[src/rtl/unidade_load_store_pkg.sv]
// Shared definitions for the load/store unit: op codes, FSM states and op decoding helpers.
// The optional alignment check is enabled by defining LSU_ALIGN_CHECK_EN.
package pacote_lsu;

  localparam logic [2:0] OP_LB  = 3'b000;
  localparam logic [2:0] OP_LH  = 3'b001;
  localparam logic [2:0] OP_LW  = 3'b010;
  localparam logic [2:0] OP_LBU = 3'b011;
  localparam logic [2:0] OP_LHU = 3'b100;
  localparam logic [2:0] OP_SB  = 3'b101;
  localparam logic [2:0] OP_SH  = 3'b110;
  localparam logic [2:0] OP_SW  = 3'b111;

  typedef enum logic [1:0] {OCIOSO, LER, ESCREVER, FIM} estado_t;
  typedef enum logic [1:0] {TAM_BYTE, TAM_MEIA, TAM_PALAVRA} tamanho_t;

  function automatic logic eh_store(input logic [2:0] op);
    return (op == OP_SB) || (op == OP_SH) || (op == OP_SW);
  endfunction

  function automatic logic eh_unsigned(input logic [2:0] op);
    return (op == OP_LBU) || (op == OP_LHU);
  endfunction

  function automatic tamanho_t tamanho(input logic [2:0] op);
    case (op)
      OP_LB, OP_LBU, OP_SB: return TAM_BYTE;
      OP_LH, OP_LHU, OP_SH: return TAM_MEIA;
      default:              return TAM_PALAVRA;
    endcase
  endfunction

endpackage

[src/rtl/unidade_load_store_alinhador_bytes.sv]
// Combinational byte-lane logic: load extract/extend and sub-word store merge (little-endian).
module alinhador_bytes
  import pacote_lsu::*;
(
  input  logic [31:0] palavra_i,
  input  logic [1:0]  offset_i,
  input  tamanho_t    tamanho_i,
  input  logic        sem_sinal_i,
  input  logic [31:0] novo_i,
  output logic [31:0] carga_o,
  output logic [31:0] mesclado_o
);

  logic [7:0]  byte_sel;
  logic [15:0] meia_sel;

  always_comb begin
    byte_sel   = palavra_i[{offset_i, 3'b000} +: 8];
    meia_sel   = palavra_i[{offset_i[1], 4'b0000} +: 16];
    carga_o    = palavra_i;
    mesclado_o = novo_i;
    case (tamanho_i)
      TAM_BYTE: begin
        carga_o    = {{24{!sem_sinal_i && byte_sel[7]}}, byte_sel};
        mesclado_o = palavra_i;
        mesclado_o[{offset_i, 3'b000} +: 8] = novo_i[7:0];
      end
      TAM_MEIA: begin
        carga_o    = {{16{!sem_sinal_i && meia_sel[15]}}, meia_sel};
        mesclado_o = palavra_i;
        mesclado_o[{offset_i[1], 4'b0000} +: 16] = novo_i[15:0];
      end
      default: begin
        carga_o    = palavra_i;
        mesclado_o = novo_i;
      end
    endcase
  end

endmodule

[src/rtl/unidade_load_store.sv]
// Load/store unit owning the word-addressed data memory port; sub-word stores use read-modify-write.
// Define LSU_ALIGN_CHECK_EN to flag misaligned halfword/word accesses through erro.
module unidade_load_store
  import pacote_lsu::*;
#(
  parameter int ADDR_W = 26
) (
  input  logic              clock,
  input  logic              reset,
  input  logic              req,
  input  logic [2:0]        op,
  input  logic [ADDR_W+1:0] addr,
  input  logic [31:0]       wdata,
  output logic              pronto,
  output logic              concluido,
  output logic              erro,
  output logic [31:0]       rdata,
  output logic [ADDR_W-1:0] endereco,
  output logic              memWrite,
  output logic [31:0]       dado_Escrito,
  input  logic [31:0]       dado_Lido,
  output estado_t           estado_o
);

  estado_t           estado_q;
  logic [2:0]        op_q;
  logic [1:0]        off_q;
  logic [31:0]       dado_q;
  logic [31:0]       rdata_q;
  logic [ADDR_W-1:0] endereco_q;

  tamanho_t    tam_req;
  logic [1:0]  off_ef;
  logic        desalinhado;
  logic [31:0] carga;
  logic [31:0] mesclado;

  assign tam_req = tamanho(op);

  // Halfwords and words ignore the low address bits when they are not being checked.
  always_comb begin
    case (tam_req)
      TAM_BYTE: off_ef = addr[1:0];
      TAM_MEIA: off_ef = {addr[1], 1'b0};
      default:  off_ef = 2'b00;
    endcase
  end

`ifdef LSU_ALIGN_CHECK_EN
  logic erro_q;
  assign desalinhado = ((tam_req == TAM_MEIA) && addr[0]) ||
                       ((tam_req == TAM_PALAVRA) && (addr[1:0] != 2'b00));
  assign erro = (estado_q == FIM) && erro_q;
`else
  assign desalinhado = 1'b0;
  assign erro        = 1'b0;
`endif

  alinhador_bytes u_alinhador (
    .palavra_i   (dado_Lido),
    .offset_i    (off_q),
    .tamanho_i   (tamanho(op_q)),
    .sem_sinal_i (eh_unsigned(op_q)),
    .novo_i      (dado_q),
    .carga_o     (carga),
    .mesclado_o  (mesclado)
  );

  // dado_q holds the store data at accept and the merged word after LER.
  always_ff @(posedge clock) begin
    if (reset) begin
      estado_q   <= OCIOSO;
      op_q       <= OP_LB;
      off_q      <= 2'b00;
      dado_q     <= '0;
      rdata_q    <= '0;
      endereco_q <= '0;
`ifdef LSU_ALIGN_CHECK_EN
      erro_q     <= 1'b0;
`endif
    end else begin
      case (estado_q)
        OCIOSO: begin
          if (req) begin
            op_q       <= op;
            off_q      <= off_ef;
            dado_q     <= wdata;
            endereco_q <= addr[ADDR_W+1:2];
`ifdef LSU_ALIGN_CHECK_EN
            erro_q     <= desalinhado;
`endif
            if (desalinhado)       estado_q <= FIM;
            else if (op == OP_SW)  estado_q <= ESCREVER;
            else                   estado_q <= LER;
          end
        end
        LER: begin
          if (eh_store(op_q)) begin
            dado_q   <= mesclado;
            estado_q <= ESCREVER;
          end else begin
            rdata_q  <= carga;
            estado_q <= FIM;
          end
        end
        ESCREVER: estado_q <= FIM;
        default:  estado_q <= OCIOSO;
      endcase
    end
  end

  assign pronto       = (estado_q == OCIOSO);
  assign concluido    = (estado_q == FIM);
  assign rdata        = rdata_q;
  assign endereco     = endereco_q;
  assign memWrite     = (estado_q == ESCREVER) && !reset;
  assign dado_Escrito = (estado_q == ESCREVER) ? dado_q : 32'h0;
  assign estado_o     = estado_q;

endmodule
[config.mk]
export PLATFORM = sky130hd
export DESIGN_NAME = unidade_load_store
export DESIGN_NICKNAME = d
export VERILOG_FILES = /design/src/rtl/unidade_load_store_pkg.sv /design/src/rtl/unidade_load_store_alinhador_bytes.sv /design/src/rtl/unidade_load_store.sv
export SDC_FILE = /design/constraint.sdc
export NUM_CORES = 1
export LEC_CHECK = 0
export ABC_AREA = 1
export BUFFER_PORTS_ARGS = -buffer_cell sky130_fd_sc_hd__buf_4
export CORE_ASPECT_RATIO = 1.75
export CORE_MARGIN = 1
export CORE_UTILIZATION = 50
export DETAILED_ROUTE_END_ITERATION = 6
export PLACE_DENSITY_LB_ADDON = 0.05
export RECOVER_POWER = 25
export SLEW_MARGIN = 25
export SYNTH_ARGS = -nofsm -noshare
export SYNTH_HDL_FRONTEND = slang
export SYNTH_SLANG_ARGS = --single-unit
[constraint.sdc]
create_clock -name clock -period 2.75 [get_ports clock]
set_input_delay 0.275 -clock clock [delete_from_list [all_inputs] [get_ports clock]]
set_output_delay 0.275 -clock clock [all_outputs]
set_load 0.005 [all_outputs]
==> results.sh <==
export IMPL_ir_drop_mv=0.682
export IMPL_holdPathStages=3
export IMPL_rsz0062_at_grt="false"
export IMPL_place_congestion=0.993
export IMPL_synthCells=980
export IMPL_max_slew_worst_pin_slew_ns=0.502
export IMPL_cp_max_fo=19
export IMPL_synth_warnings=0
export IMPL_setup_viol=0
export IMPL_synthTopCellsByArea="dfxtp_1, nand2_1, nor2_1"
export IMPL_placed_cell_area_um2=7320
export IMPL_dp_slack_ns=0.561
export IMPL_synth_flop_cell="dfxtp_1"
export IMPL_fmax_mhz=458
export IMPL_p_per_area_nw_per_um2=1050
export IMPL_rrSetupSlack_ns=0.57
export IMPL_clkSinkCount=97
export IMPL_cp_common_cell="nor2_1"
export IMPL_synthToLayoutAreaGrowth_pct=29.5
export IMPL_cpPeakStageDelay_ns=0.43
export IMPL_skew_ns=0.0102
export IMPL_vias=6806
export IMPL_firstDrtPassIters=7
export IMPL_drc=24
export IMPL_nFillCells=1153
export IMPL_synth_seq_area_share=0.329
export IMPL_synth_top_cell_area_share=0.329
export IMPL_drt_iter0_drc=644
export IMPL_final_cells=1274
export IMPL_cp_slowest_cell="dfxtp_1"
export IMPL_synth_edf_count=0
export IMPL_crit_type="reg2reg"
export IMPL_cts_tree="done"
export IMPL_start_util=0.512
export IMPL_antennaDiodeCount=0
export IMPL_cp_buffers_inverters=3
export IMPL_async_flop_share=0
export IMPL_stdcell_area_um2=7640
export IMPL_synthesis_area_um2=5900
export IMPL_fp_dieH_um=146
export IMPL_avgSynthCellArea_um2=6.02
export IMPL_multiInputGateArea_um2=3250
export IMPL_grt_pass1_vias=6441
export IMPL_grt_met3_usage=0.0698
export IMPL_outcome="finished, violations left"
export IMPL_endpoint_kind="flop"
export IMPL_antenna_found_initial=0
export IMPL_port_buffers=192
export IMPL_placed_cells=1259
export IMPL_wire_per_inst_um=15.0
export IMPL_fin_nets=1242
export IMPL_yosysUniqueCellTypes=28
export IMPL_grt_busiest_layer="met2"
export IMPL_whs_ns=0.163
export IMPL_cts_setup_buffers=0
export IMPL_clockBufferDepth=2
export IMPL_ctsHoldBuffers=0
export IMPL_maxSlewHeadroom=0.665
export IMPL_synth_net_count=1087
export IMPL_startpoint_type="flop"
export IMPL_layout_area_seq_um2=1940
export IMPL_r2r_start="estado_o[1]"
export IMPL_grt_max_degree=56
export IMPL_hp_class="in2reg"
export IMPL_r2r_cells=10
export IMPL_io_pins=194
export IMPL_die_w_um=84.1
export IMPL_period_needed_ns=2.18
export IMPL_htree_levels=3
export IMPL_via_per_inst=5.34
export IMPL_drive_gt1_frac=0.212
export IMPL_postRouteAntennaNets=0
export IMPL_required_ns=3.00
export IMPL_hold_viol=0
export IMPL_dp_hpwl_um=14300
export IMPL_track_usage=0.317
export IMPL_routed_wl_um=19100
export IMPL_total_power_mw=8.00
export IMPL_coreArea_um2=11500
export IMPL_ys_ff_latch=97
export IMPL_fp_row_count=52
export IMPL_fin_ws_ns=0.565
export IMPL_postCtsResizedCells=0
export IMPL_period_share=0.794
export IMPL_synth_area_leader_cell="dfxtp_1"
export IMPL_leakagePower_nw=3.97
export IMPL_ys_top_cells_by_count="nand2_1, nor2_1, o21ai_0"
export IMPL_die_area_um2=12300
export IMPL_r2r_end="dado_q[19]"
export IMPL_maxCapViolCount=0
export IMPL_tns_ns=0
export IMPL_clkSlewWorstSetupHoldPaths_ns=0.07
export IMPL_hold_start="addr[3]"
export IMPL_crit_chain="inv_1, ha_1, inv_1, nor2_1, a21oi_1, nand2_2, nor2_4, inv_2, nor2_1, nor2_1"
export IMPL_hold_end="endereco[1]"
export IMPL_use_met1=0.348
export IMPL_crit_family="simple AND/OR/NAND/NOR gates"
export IMPL_gr_usage_met2=0.548
export IMPL_violations="design-rule violations"
export IMPL_numCtsBuffers=9
export IMPL_fin_util=0.664
export IMPL_final_max_slew_viol_count=0
export IMPL_grt_first_pass_wirelength_um=30700
export IMPL_root_buffer="clkbuf_16"
export IMPL_yosysMostFrequentCell="nand2_1"
export IMPL_worstPathArrival_ns=2.44
export IMPL_overflow=0
export IMPL_clk_latency_ns=0.36
-- worst reg2reg max path: stages (launching register included) --
cell and delay (ns):
dfxtp_1 0.43, inv_1 0.09, ha_1 0.24, inv_1 0.11, nor2_1 0.08, a21oi_1 0.16
nand2_2 0.08, nor2_4 0.42, inv_2 0.25, nor2_1 0.17, nor2_1 0.05
-- how the worst max path moves through the flow --
stage,startpoint,to,slack [ns],depth (start not counted)
2_1_floorplan,off_q[0],dado_q[10],0.84,11
3_3_place_gp,estado_o[0],dado_q[22],0.68,10
3_5_place_dp,estado_o[0],dado_q[19],0.56,10
4_1_cts,estado_o[0],dado_q[19],0.56,10
5_1_grt,estado_o[0],dado_q[19],0.30,10
6_report,estado_o[1],dado_q[19],0.57,10
-- per-layer routing --
metal / vias to the layer above / wire (µm)
li1: 3430 / -
met1: 3003 / 7130
met2: 305 / 9520
met3: 68 / 1350
met4: 0 / 1100
met5: - / 0
-- cells by family (layout without fill, tap and decap cells) --
| kind of cell | Yosys count | count (layout) | synth area share |
|---|---|---|---|
| adder cells (fa/ha/maj) | 9 | 9 | 0.0191 |
| buffers and inverters | 171 | 330 | 0.120 |
| AO/OA/AOI/OAI | 200 | 200 | 0.182 |
| AND/OR/NAND/NOR | 502 | 502 | 0.349 |
| other | 1 | 1 | 0.000635 |
| flip-flops | 97 | 97 | 0.329 |
-- state kept, by name, summed over array words and instances (netlist names) --
register  cells
dado_q       32
rdata        32
endereco     26
op_q          3
estado_o      2
off_q         2
-- cell type report --
type / instances / area share
Clock buffer: 10 / 0.0313
Clock inverter: 5 / 0.0113
Inverter: 109 / 0.0535
Multi-Input combinational cell: 712 / 0.426
Sequential cell: 97 / 0.254
Tap cell: 135 / 0.0221
Timing Repair Buffer: 206 / 0.202
-- placed cells by master, fill, tap and decap left out, types with 4 or more instances in the layout --
cell type / count
clkbuf_16: 9
nand2_1: 240
o22ai_1: 24
clkbuf_4: 47
dfxtp_1: 96
nand4_1: 11
inv_2: 7
o21ai_1: 5
nand3_1: 52
nor2_1: 186
a21oi_1: 24
o211ai_1: 15
inv_1: 102
nand2_2: 4
ha_1: 9
buf_4: 158
o21ai_0: 130
-- power breakdown --
group	internal, mW	total [mW]	leakage, nW	switching, mW
registers	1.94	2.29	0.802	0.348
logic	1.62	4.31	3.01	2.69
clock network	0.825	1.40	0.160	0.575
Note: power is estimated with default switching activity, not from simulation.
